`config.mk`:
```
export PLATFORM = sky130hd
export DESIGN_NAME = sdram_arbiter
export DESIGN_NICKNAME = d
export VERILOG_FILES = /design/src/rtl/sdram_arbiter.sv
export SDC_FILE = /design/constraint.sdc
export NUM_CORES = 1
export LEC_CHECK = 0
export ABC_AREA = 1
export ABC_CLOCK_PERIOD_IN_PS = 1290
export BUFFER_PORTS_ARGS = -buffer_cell sky130_fd_sc_hd__buf_2
export CORE_ASPECT_RATIO = 0.9
export CORE_MARGIN = 2
export CORE_UTILIZATION = 45
export CTS_CLUSTER_SIZE = 30
export DETAILED_ROUTE_END_ITERATION = 7
export HOLD_SLACK_MARGIN = 0.03
export PLACE_DENSITY_LB_ADDON = 0.12
export SYNTH_ARGS = -nofsm -noshare
export SYNTH_HDL_FRONTEND = slang
export SYNTH_SLANG_ARGS = --single-unit
export TNS_END_PERCENT = 10
```
`constraint.sdc`:
```
create_clock -name clk -period 1.29 [get_ports clk]
set_input_delay 0.0645 -clock clk [delete_from_list [all_inputs] [get_ports clk]]
set_output_delay 0.0645 -clock clk [all_outputs]
set_load 0.02 [all_outputs]
```
`src/rtl/sdram_arbiter.sv`:
```
// Two-master arbiter in front of sdram_controller: one outstanding command, watchdog on completion.
// Define SDRAM_ARB_ROUND_ROBIN_EN for round-robin on contention; default is fixed priority (m0 wins).
module sdram_arbiter #(
  parameter int ADDR_WIDTH     = 23,
  parameter int DATA_WIDTH     = 32,
  parameter int MASK_WIDTH     = 4,
  parameter int TIMEOUT_CYCLES = 1024
) (
  input  logic                  clk,
  input  logic                  reset_n_port,
  input  logic [ADDR_WIDTH-1:0] m0_addr_port,
  input  logic [DATA_WIDTH-1:0] m0_wr_data_port,
  input  logic [MASK_WIDTH-1:0] m0_wr_mask_port,
  input  logic                  m0_wr_en_port,
  input  logic                  m0_rd_en_port,
  output logic                  m0_ack_port,
  output logic                  m0_ready_port,
  output logic [DATA_WIDTH-1:0] m0_rd_data_port,
  input  logic [ADDR_WIDTH-1:0] m1_addr_port,
  input  logic [DATA_WIDTH-1:0] m1_wr_data_port,
  input  logic [MASK_WIDTH-1:0] m1_wr_mask_port,
  input  logic                  m1_wr_en_port,
  input  logic                  m1_rd_en_port,
  output logic                  m1_ack_port,
  output logic                  m1_ready_port,
  output logic [DATA_WIDTH-1:0] m1_rd_data_port,
  input  logic                  soc_side_busy_port,
  input  logic                  soc_side_ready_port,
  input  logic [DATA_WIDTH-1:0] soc_side_rd_data_port,
  output logic [ADDR_WIDTH-1:0] soc_side_addr_port,
  output logic [DATA_WIDTH-1:0] soc_side_wr_data_port,
  output logic [MASK_WIDTH-1:0] soc_side_wr_mask_port,
  output logic                  soc_side_wr_en_port,
  output logic                  soc_side_rd_en_port,
  output logic                  timeout_err_port
);

  // state     | meaning
  // IDLE      | pick a winner, register the command
  // ISSUE     | command pulse and ack on the wire
  // WAIT_DONE | waiting for controller ready or watchdog expiry
  typedef enum logic [1:0] {IDLE, ISSUE, WAIT_DONE} state_t;

  localparam int CW = $clog2(TIMEOUT_CYCLES);

  state_t        state, state_nxt;
  logic          last_owner, owner, is_write;
  logic [CW-1:0] wd_cnt;
  logic          req0, req1, grant1, win_wr;
  logic          issue_go, done_ok, done_to, expire;

  always_ff @(posedge clk or negedge reset_n_port) begin
    if (!reset_n_port) state <= IDLE;
    else               state <= state_nxt;
  end

  always_comb begin
    state_nxt = state;
    issue_go  = 1'b0;
    done_ok   = 1'b0;
    done_to   = 1'b0;
    req0      = m0_wr_en_port | m0_rd_en_port;
    req1      = m1_wr_en_port | m1_rd_en_port;
`ifdef SDRAM_ARB_ROUND_ROBIN_EN
    grant1    = req1 & (~req0 | ~last_owner);
`else
    grant1    = req1 & ~req0;
`endif
    win_wr    = grant1 ? m1_wr_en_port : m0_wr_en_port;
    expire    = (wd_cnt == CW'(TIMEOUT_CYCLES - 1));
    case (state)
      IDLE: begin
        if (!soc_side_busy_port && (req0 || req1)) begin
          issue_go  = 1'b1;
          state_nxt = ISSUE;
        end
      end
      ISSUE: state_nxt = WAIT_DONE;
      WAIT_DONE: begin
        if (soc_side_ready_port) begin
          done_ok   = 1'b1;
          state_nxt = IDLE;
        end else if (expire) begin
          done_to   = 1'b1;
          state_nxt = IDLE;
        end
      end
      default: state_nxt = IDLE;
    endcase
  end

  // Counter reads k in the k-th cycle after the command pulse, so expiry at
  // TIMEOUT_CYCLES-1 puts the registered ready exactly TIMEOUT_CYCLES after it.
  always_ff @(posedge clk or negedge reset_n_port) begin
    if (!reset_n_port) begin
      last_owner            <= 1'b1;
      owner                 <= 1'b0;
      is_write              <= 1'b0;
      wd_cnt                <= '0;
      m0_ack_port           <= 1'b0;
      m1_ack_port           <= 1'b0;
      m0_ready_port         <= 1'b0;
      m1_ready_port         <= 1'b0;
      m0_rd_data_port       <= '0;
      m1_rd_data_port       <= '0;
      soc_side_addr_port    <= '0;
      soc_side_wr_data_port <= '0;
      soc_side_wr_mask_port <= '0;
      soc_side_wr_en_port   <= 1'b0;
      soc_side_rd_en_port   <= 1'b0;
      timeout_err_port      <= 1'b0;
    end else begin
      m0_ack_port         <= 1'b0;
      m1_ack_port         <= 1'b0;
      m0_ready_port       <= 1'b0;
      m1_ready_port       <= 1'b0;
      soc_side_wr_en_port <= 1'b0;
      soc_side_rd_en_port <= 1'b0;

      if (issue_go)            wd_cnt <= '0;
      else if (state != IDLE)  wd_cnt <= wd_cnt + 1'b1;

      if (issue_go) begin
        owner                 <= grant1;
        last_owner            <= grant1;
        is_write              <= win_wr;
        soc_side_addr_port    <= grant1 ? m1_addr_port    : m0_addr_port;
        soc_side_wr_data_port <= grant1 ? m1_wr_data_port : m0_wr_data_port;
        soc_side_wr_mask_port <= grant1 ? m1_wr_mask_port : m0_wr_mask_port;
        soc_side_wr_en_port   <= win_wr;
        soc_side_rd_en_port   <= ~win_wr;
        m0_ack_port           <= ~grant1;
        m1_ack_port           <= grant1;
      end

      if (done_ok || done_to) begin
        if (owner) m1_ready_port <= 1'b1;
        else       m0_ready_port <= 1'b1;
      end

      if (done_ok && !is_write) begin
        if (owner) m1_rd_data_port <= soc_side_rd_data_port;
        else       m0_rd_data_port <= soc_side_rd_data_port;
      end

      if (done_to) begin
        timeout_err_port <= 1'b1;
        if (owner) m1_rd_data_port <= '0;
        else       m0_rd_data_port <= '0;
      end
    end
  end

endmodule

```
==> results of run 1 <==
## power groups by stage
stage	combinational (W)	clock [W]	sequential [W]
6_report	0.00907	0.00509	0.00738
3_5_place_dp	0.00839	0	0.00732
5_1_grt	0.00981	0.00532	0.00757
3_3_place_gp	0.00825	0	0.00735
4_1_cts	0.00879	0.00511	0.00734
2_1_floorplan	0.00290	0	0.00925
## metal layers
| metal | global-route usage, % | part of all wire (%) | wire, um |
|---|---|---|---|
| met5 | 0 | 0 | 0 |
| met4 | 17.6 | 5.5 | 1540 |
| met3 | 5.96 | 6.8 | 1900 |
| met2 | 49.2 | 47 | 13200 |
| met1 | 37.2 | 40 | 11200 |
## worst max-delay path: cells and delay by family, from the launching register on
kind                     cells  cell delay, ps
adder cells (fa/ha/maj)      1             200
buffers and inverters        1             230
flip-flops                   1             350
AND/OR/NAND/NOR              5             480
## placed cells by master (no fill, tap or decap), drive strengths merged
cell / count
o21ai: 7
clkinvlp: 2
clkinv: 1
inv: 90
bufinv: 3
nor3: 3
dfrtp: 144
nand2: 495
nand4: 62
ha: 1
or2: 1
nor2: 47
nand3b: 1
o21bai: 1
nand3: 133
dlygate4sd3: 153
a21oi: 6
clkbuf: 28
buf: 350
## timing repair
item | 4_1_cts | 5_1_grt
hold buffers | 153 | 0
gates cloned | 0 | 2
setup buffers | 1 | 3
setup endpoints to repair | 125 | 136
hold endpoints to repair | 267 | 0
pin swaps | 2 | 3
gates resized for setup | 12 | 18
## logic make-up (layout without fill, tap and decap cells)
| group | Yosys count | count (layout) | synth area share (%) |
|---|---|---|---|
| AOI/OAI and AO/OA | 14 | 14 | 0.956 |
| adders and majority gates | 1 | 1 | 0.165 |
| buffers and inverters | 161 | 627 | 9.66 |
| DFF | 144 | 144 | 47.5 |
| and+or+nand+nor | 742 | 742 | 41.8 |
## area by class of cell
class | instances | area share [%]
clock buffer | 26 | 4.19
sequential | 144 | 30.2
timing repair buffer | 505 | 31.5
inverter | 91 | 2.96
tap | 211 | 2.21
multi-input combinational | 757 | 28.0
clock inverter | 5 | 0.861
## path summary, 6_finish.rpt
| kind | to | slack, ps | cells after the start |
|---|---|---|---|
| worst min-delay path | soc_side_wr_data_port[31]$_DFFE_PN0P_ | 60 | 5 |
| max in group asynchronous | soc_side_addr_port[12]$_DFFE_PN0P_ | 600 | 3 |
| worst max register to register | flip-flop | -100 | 7 |
| min in group asynchronous | m1_rd_data_port[30]$_DFF_PN0_ | 100 | 2 |
| worst max-delay path | flip-flop | -100 | 7 |
| worst min register to register | soc_side_addr_port[14]$_DFFE_PN0P_ | 480 | 2 |
## stage by stage
| stage | instance area, um^2 | total power (W) |
|---|---|---|
| after floorplan | 7600 | 0.0122 |
| after global placement | 9600 | 0.0156 |
| after detailed placement | 9600 | 0.0157 |
| after CTS | 11800 | 0.0212 |
| after global routing | 11900 | 0.0227 |
| final | 11900 | 0.0215 |
==> flow_summary_export.csv, run 1 <==
group,metric,value,unit
outcome,run_status,"finished with violations",
outcome,failed_checks,"negative setup slack",
worst_setup_path,cp_slowest_stage_delay,350,ps
pwr,clockPowerShare,23.6,%
logic_synthesis,synth_top_area_share,47.5,%
worst_setup_path,cp-startpoint,"wd_cnt[1]$_DFFE_PN0P_",
logic_synthesis,yosysMostFrequentCell,"nand2_1",
cts,clockBufferDepth,2,
worst_setup_path,path_cells,"ha_2, nand2_2, nor2_4, nand3_4, buf_4, nand3_1, nand3_1",
floorplan,die_area,0.0179,mm^2
routing,drc,0,
timing,worst_slack,-95.3,ps
timing,finalCriticalPeriod,1390,ps
logic_synthesis,ys_ff_latch,144,
logic_synthesis,syn_inst,1062,
logic_synthesis,syn_area,0.00759,mm^2
cells_and_area,diodes,0,
cells_and_area,final_util,71.5,%
pwr,p_sw,0.00877,W
routing,wirelength,27800,um
run,cap_violations,0,
cells_and_area,stdcell_count,1739,
timing,finalSetupViolCount,132,
routing,vias,8947,
floorplan,ioPinCount,288,
logic_synthesis,synthesis.nets,1221,
floorplan,num_rows,45,
pwr,irDropWorstVdd,963,uV
floorplan,core-area,0.0167,mm^2
logic_synthesis,synth_area_per_cell,7.15,um^2
logic_synthesis,synth_common_cells,"494 x nand2_1, 144 x dfrtp_1, 130 x nand3_1, 86 x inv_1, 62 x nand4_1",
cts,htreeDepth,4,
cts,cts_tree,"done",
cts,clk-insertion-delay-late,420,ps
routing,via_per_inst,5.14,
timing,finClkSkew,10.2,ps
worst_setup_path,endpoint_kind,"flip-flop",
grt,grt_use_total,30.0,%
cells_and_area,multi_input_area,0.00334,mm^2
worst_setup_path,worstSetupPathType,"reg2reg",
min_path,min_from,"m1_wr_data_port[31]",
timing,fmax,722,MHz
pwr,leakagePower,6.71,nW
cts,cts_buffers,17,
grt,grt_overflow_total,0,
cells_and_area,seq_area,0.00360,mm^2
place,place_ws,-141,ps
logic_synthesis,ys.flop_type,"dfrtp_1",
floorplan,start_util,45.5,%
timing,whs,58.9,ps
pwr,internal_power,0.0128,W
routing,dr.pass1.iters,5,
logic_synthesis,yosysSeqAreaShare,47.5,%
grt,grt_pass1_wl,43200,um
logic_synthesis,synth_top_area_cell,"dfrtp_1",
timing,rsz0062_at_grt,"true",
timing,finalCritPeriodShare,107,%
pwr,power_density,1810,mW/mm^2
grt,grt_pass1_vias,8822,
cells_and_area,nNetsFinal,1675,
timing,fin_setup_tns,-5840,ps
routing,wl_per_cell,16.0,um
cells_and_area,fillers,1281,
timing,finalHoldViolCount,0,
worst_setup_path,cpMaxStageDelayCell,"dfrtp_1",
place,place_hpwl,16300,um
routing,drtAntennaViolNets,0,
worst_setup_path,startpoint_type,"flip-flop",
worst_setup_path,critPathMostFrequentCell,"nand3_1",
worst_setup_path,cp.required,1590,ps
pwr,power_frac_seq,34.3,%
logic_synthesis,synth_edf_count,0,
floorplan,die_w,141,um
min_path,hold_class,"in2reg",
timing,maxSlewHeadroom,78.4,%
place,io_buffers,287,
cts,root_buffer,"clkbuf_16",
cells_and_area,areaGrowthSynthToFinish,57.0,%
place,place_congestion,0.803,
timing,maxSlewViolCount,0,
logic_synthesis,yosys_warnings,0,
cts,cts.clk_slew.worst_paths,60,ps
routing,drtIter0Drc,587,
worst_setup_path,r2r_start,"wd_cnt[1]$_DFFE_PN0P_",
pwr,swShare,40.7,%
cts,clock-sinks,144,
timing,tightestPinTransition,323,ps
place,place_inst,1549,
worst_setup_path,critPathMaxFanout,12,
grt,antenna_found_initial,0,
cells_and_area,final_layout_size_suffix_gt1_share,27.0,%
worst_setup_path,worstPathArrival,1680,ps
logic_synthesis,yosys-top-cells-area,"dfrtp_1 47%, nand2_1 24%, nand3_1 8.6%",
logic_synthesis,ys_types,25,
grt,grt_max_degree,69,
logic_synthesis,synth_async_sr_flop_share,100,%
pwr,p_comb_share,42.1,%
floorplan,fp.dieH,127,um
(Power assumes the default switching activity.)
==> run 2: changes to the inputs <==
Settings changed: ABC_CLOCK_PERIOD_IN_PS 1290 to 1200, CTS_CLUSTER_DIAMETER from default to 30.
Clock period 1.29 ns to 1.2 ns, I/O delays scaled along.
==> run 2 against run 1 <==
  * The run still ends with negative setup slack left
  * Cell count up 0.23%
  * Clock skew down 1.6 ps
  * Total power up 6.5%
  * Via count up 0.86%
  * Non-clock buffer count up 5
  * Combinational power up 9.9%
  * Die area unchanged
  * Register-to-register slack worse by 130 ps
  * Worst hold slack worse by 11 ps
  * Largest power group unchanged
==> flow_summary_export.csv, run 2 (synthesized netlist as in run 1, its figures left out) <==
group,metric,value,unit
outcome,run_status,"finished with violations",
outcome,failed_checks,"negative setup slack",
cts,clockBufferDepth,2,
worst_setup_path,cp-startpoint,"state[1]$_DFFE_PN0P_",
timing,maxSlewHeadroom,80.4,%
run,cap_violations,0,
floorplan,die_w,141,um
routing,wirelength,28100,um
timing,finClkSkew,8.53,ps
worst_setup_path,critPathMostFrequentCell,"nand2_1",
pwr,power_density,1890,mW/mm^2
pwr,p_comb_share,43.5,%
timing,finalSetupViolCount,142,
worst_setup_path,r2r_start,"state[1]$_DFFE_PN0P_",
routing,drc,0,
grt,grt_max_degree,62,
min_path,min_from,"soc_side_busy_port",
floorplan,ioPinCount,288,
cells_and_area,final_area,0.0121,mm^2
floorplan,start_util,45.5,%
worst_setup_path,startpoint_type,"flip-flop",
routing,drtAntennaViolNets,0,
cells_and_area,areaGrowthSynthToFinish,59.9,%
grt,antenna_found_initial,0,
floorplan,num_rows,45,
worst_setup_path,critPathMaxFanout,61,
place,placed_cell_area,0.00965,mm^2
place,place_hpwl,16500,um
worst_setup_path,worstPathArrival,1730,ps
timing,rsz0062_at_grt,"true",
place,place_congestion,0.822,
pwr,clockPowerShare,21.6,%
grt,grt_pass1_vias,8803,
floorplan,fp.dieH,127,um
pwr,internal_power,0.0133,W
cells_and_area,layout_commonest_cell,"nand2_1",
cts,clock-sinks,144,
cells_and_area,final_layout_size_suffix_gt1_share,29.4,%
floorplan,core-area,0.0167,mm^2
timing,finalCritPeriodShare,119,%
place,io_buffers,287,
routing,via_per_inst,5.18,
worst_setup_path,cp_slowest_stage_delay,430,ps
timing,whs,47.6,ps
place,place_ws,-236,ps
min_path,hold_class,"in2reg",
cts,htreeDepth,4,
floorplan,die_area,0.0179,mm^2
worst_setup_path,worstSetupPathType,"reg2reg",
timing,fmax,702,MHz
timing,finalCriticalPeriod,1420,ps
timing,worst_slack,-224,ps
routing,drtIter0Drc,642,
worst_setup_path,path_delay_family,"simple AND/OR/NAND/NOR gates",
worst_setup_path,path_cells,"buf_6, nor2_4, nand3_4, buf_12, nand2_1, nand2_1",
routing,dr.pass1.iters,5,
pwr,swShare,42.0,%
grt,grt_use_total,30.8,%
pwr,irDropWorstVdd,928,uV
cts,clk-insertion-delay-late,420,ps
cells_and_area,stdcell_count,1743,
worst_setup_path,cpMaxStageDelayCell,"dfrtp_1",
timing,maxSlewViolCount,0,
cells_and_area,nNetsFinal,1680,
grt,grt_overflow_total,0,
worst_setup_path,endpoint_kind,"flip-flop",
grt,grt_pass1_wl,44200,um
place,place_inst,1554,
cts,cts_buffers,17,
pwr,power_frac_seq,34.9,%
cts,root_buffer,"clkbuf_16",
cells_and_area,diodes,0,
routing,vias,9024,
routing,wl_per_cell,16.1,um
cts,cts.clk_slew.worst_paths,60,ps
pwr,leakagePower,6.85,nW
timing,tightestPinTransition,295,ps
cts,cts_tree,"done",
pwr,p_sw,0.00962,W
timing,finalHoldViolCount,0,
worst_setup_path,cp.required,1500,ps
cells_and_area,mostFrequentLayoutCells,"488 x nand2_1, 286 x buf_2, 153 x dlygate4sd3_1",
worst_setup_path,crit_buf_inv,2,
==> run 2: changes by cell type in the layout (fill, tap and decap cells not counted), sizes merged <==
| cell | before | now |
|---|---|---|
| clkbuf | 28 | 22 |
| clkinv | 1 | 7 |
| buf | 350 | 355 |
| bufinv | 3 | 1 |
| clkinvlp | 2 | 3 |
==> run 2: worst paths after layout <==
path                                                              end  slack (ps)  depth (start not counted)
worst max-delay path            soc_side_wr_data_port[10]$_DFFE_PN0P_        -220                          6
worst min-delay path                            wd_cnt[1]$_DFFE_PN0P_          50                          5
worst max register to register  soc_side_wr_data_port[10]$_DFFE_PN0P_        -220                          6
worst min register to register  soc_side_wr_data_port[24]$_DFFE_PN0P_         470                          2
max in group asynchronous       soc_side_wr_data_port[17]$_DFFE_PN0P_         550                          3
min in group asynchronous                timeout_err_port$_DFFE_PN0N_          80                          2
==> run 2: layer usage <==
layer	global-route usage, %	part of all wire, %	vias up
met1	40.1	42	4192
li1	-	-	4251
met4	14.1	3.7	0
met2	49.2	46	508
met5	0	0	-
met3	7.12	8.4	73
==> run 2: through the flow <==
step / total power (W) / utilization (%) / setup TNS, ps
finish: 0.0229 / 72.9 / -24210
global route: 0.0242 / 72.9 / -33580
CTS: 0.0225 / 70.9 / -19070
detailed placement: 0.0170 / 57.9 / -22920
global placement: 0.0169 / 57.9 / -20380
floorplan: 0.0131 / - / -11260
==> run 2: cell type report <==
type / count / area (um^2)
inverter: 91 / 354
sequential: 144 / 3600
tap: 211 / 264
timing repair buffer: 510 / 3850
multi-input combinational: 757 / 3520
clock inverter: 10 / 90.1
fill: 1202 / 4520
clock buffer: 20 / 457
==> run 2: repair_timing <==
| action | in CTS | in global routing |
|---|---|---|
| setup buffers | 0 | 4 |
| endpoints found under the hold margin | 268 | 0 |
| pin swaps | 1 | 5 |
| gates cloned | 0 | 2 |
| hold buffers | 153 | 0 |
| gates resized for setup | 23 | 55 |
| setup endpoints to repair | 140 | 141 |
==> run 2: power groups by stage <==
stage | Combinational [W] | Clock (W) | Sequential, W
floorplan | 0.00312 | 0 | 0.00995
global placement | 0.00893 | 0 | 0.00793
detailed placement | 0.00909 | 0 | 0.00790
CTS | 0.00951 | 0.00503 | 0.00792
global route | 0.0108 | 0.00523 | 0.00820
finish | 0.00997 | 0.00496 | 0.00800
==> run 2: tightest hold or removal path: cells and delay by family <==
| family | cells | cell delay, ps |
|---|---|---|
| buffers and inverters | 2 | 130 |
| AND/OR/NAND/NOR | 3 | 240 |
==> run 3: changes to the inputs <==
Settings changed: RECOVER_POWER from default to 25.
==> run 3 against run 2 <==
  * The flow still finishes with violations (negative setup slack)
  * Sequential power about the same
  * Clock power about the same
  * Total power about the same
  * Critical endpoint unchanged
  * Largest cell class unchanged
  * Largest power group unchanged
  * Highest routed layer unchanged
==> flow_summary_export.csv, run 3 (synthesized netlist as in run 1, its figures left out) <==
group,metric,value,unit
pwr,p_comb_share,43.4,%
cts,cts_buffers,17,
cts,cts.clk_slew.worst_paths,60,ps
place,io_buffers,287,
pwr,power_frac_seq,34.9,%
cells_and_area,diodes,0,
routing,dr.pass1.iters,6,
cts,clk-insertion-delay-late,420,ps
pwr,power_density,1890,mW/mm^2
floorplan,ioPinCount,288,
place,place_inst,1554,
cts,clock-sinks,144,
outcome,failed_checks,"negative setup slack",
worst_setup_path,worstSetupPathType,"reg2reg",
worst_setup_path,path_cells,"buf_6, nor2_4, nand3_4, buf_12, nand2_1, nand2_1",
floorplan,num_rows,45,
timing,tightestPinTransition,702,ps
cells_and_area,layout_commonest_cell,"nand2_1",
cts,root_buffer,"clkbuf_16",
pwr,clockPowerShare,21.7,%
place,placed_cell_area,0.00965,mm^2
cts,clockBufferDepth,2,
floorplan,core-area,0.0167,mm^2
worst_setup_path,critPathMostFrequentCell,"nand2_1",
place,place_ws,-236,ps
pwr,irDropWorstVdd,929,uV
timing,finalHoldViolCount,0,
routing,drtAntennaViolNets,0,
cells_and_area,nNetsFinal,1680,
floorplan,die_area,0.0179,mm^2
cells_and_area,fillers,1206,
run,cap_violations,0,
worst_setup_path,worstPathArrival,1720,ps
routing,wirelength,28100,um
cells_and_area,areaGrowthSynthToFinish,59.6,%
pwr,swShare,42.0,%
routing,via_per_inst,5.14,
cells_and_area,stdcell_count,1743,
cells_and_area,final_layout_size_suffix_gt1_share,29.4,%
min_path,hold_class,"in2reg",
floorplan,start_util,45.5,%
timing,maxSlewHeadroom,53.2,%
grt,grt_pass1_vias,8803,
floorplan,die_w,141,um
pwr,internal_power,0.0133,W
timing,fmax,706,MHz
grt,grt_use_total,30.8,%
routing,drc,0,
place,place_hpwl,16500,um
pwr,leakagePower,6.84,nW
outcome,run_status,"finished with violations",
worst_setup_path,startpoint_type,"flip-flop",
grt,grt_overflow_total,0,
routing,wl_per_cell,16.1,um
timing,finalCriticalPeriod,1420,ps
grt,grt_pass1_wl,44200,um
cts,cts_tree,"done",
timing,finalCritPeriodShare,118,%
worst_setup_path,endpoint_kind,"flip-flop",
routing,drtIter0Drc,643,
timing,maxSlewViolCount,0,
timing,worst_slack,-216,ps
grt,antenna_found_initial,0,
cells_and_area,final_area,0.0121,mm^2
place,place_congestion,0.822,
grt,grt_max_degree,62,
cells_and_area,mostFrequentLayoutCells,"488 x nand2_1, 286 x buf_2, 153 x dlygate4sd3_1",
timing,rsz0062_at_grt,"true",
floorplan,fp.dieH,127,um
timing,finClkSkew,8.34,ps
worst_setup_path,cp.required,1500,ps
pwr,p_sw,0.00963,W
worst_setup_path,critPathMaxFanout,61,
timing,finalSetupViolCount,141,
cts,htreeDepth,4,
routing,vias,8953,
worst_setup_path,cpMaxStageDelayCell,"dfrtp_1",
worst_setup_path,cp_slowest_stage_delay,420,ps
run 3: cell types whose count changed in the layout (fill, tap and decap cells not counted), sizes merged:
cell    delta
buf        -1
clkbuf     +1
run 3: final cells by class:
type / count / area, um^2 / area share [%]
sequential: 144 / 3600 / 29.7
tap: 211 / 264 / 2.18
clock inverter: 10 / 90.1 / 0.743
multi-input combinational: 757 / 3520 / 29.1
timing repair buffer: 510 / 3820 / 31.6
clock buffer: 20 / 457 / 3.77
inverter: 91 / 354 / 2.92
run 3: power by group through the flow:
stage / clock (W) / combinational, W / sequential [W]
2_1_floorplan: 0 / 0.00312 / 0.00995
3_3_place_gp: 0 / 0.00893 / 0.00793
3_5_place_dp: 0 / 0.00909 / 0.00790
4_1_cts: 0.00503 / 0.00951 / 0.00792
5_1_grt: 0.00523 / 0.0108 / 0.00820
6_report: 0.00497 / 0.00996 / 0.00800
run 3: per-stage QoR:
stage                     hold WS, ps  setup TNS [ps]  total power [W]  util [%]
after global placement          -52.0          -20380           0.0169      57.9
final                            45.1          -23750           0.0229      72.7
after global routing             62.7          -33840           0.0242      72.7
after CTS                        32.5          -19070           0.0225      70.9
after detailed placement        -47.6          -22920           0.0170      57.9
after floorplan                  -236          -11260           0.0131         -
run 3: final timing paths:
path / from / end / slack [ps] / cells past startpoint
setup / recovery: state[1]$_DFFE_PN0P_ / soc_side_wr_data_port[10]$_DFFE_PN0P_ / -220 / 6
hold / removal: soc_side_busy_port / wd_cnt[1]$_DFFE_PN0P_ / 50 / 5
setup reg to reg: state[1]$_DFFE_PN0P_ / soc_side_wr_data_port[10]$_DFFE_PN0P_ / -220 / 6
hold reg to reg: soc_side_wr_data_port[24]$_DFFE_PN0P_ / soc_side_wr_data_port[24]$_DFFE_PN0P_ / 470 / 2
max in group asynchronous: reset_n_port / asynchronous set/reset pin / 160 / 3
min in group asynchronous: reset_n_port / soc_side_rd_en_port$_DFF_PN0_ / 230 / 2
run 3: worst max-delay path: cells and delay by family (launching register included):
kind	cells	cell delay [ps]
simple gates	4	470
flops	1	420
buf+inv	2	360
run 3: what timing repair did:
| item | 4_1_cts | 5_1_grt |
|---|---|---|
| pin swaps | 1 | 5 |
| setup endpoints to repair | 140 | 141 |
| endpoints found under the hold margin | 268 | 0 |
| hold buffers | 153 | 0 |
| setup buffers | 0 | 4 |
| cloned | 0 | 2 |
| gates resized for setup | 23 | 55 |
run 3: per-layer routing:
layer	global-route usage [%]	part of all wire [%]	wire, um	vias to the layer above
li1	-	-	-	4249
met1	40.1	42	11800	4169
met2	49.2	46	13000	453
met3	7.12	8.0	2260	82
met4	14.1	3.8	1080	0
met5	0	0	0	-
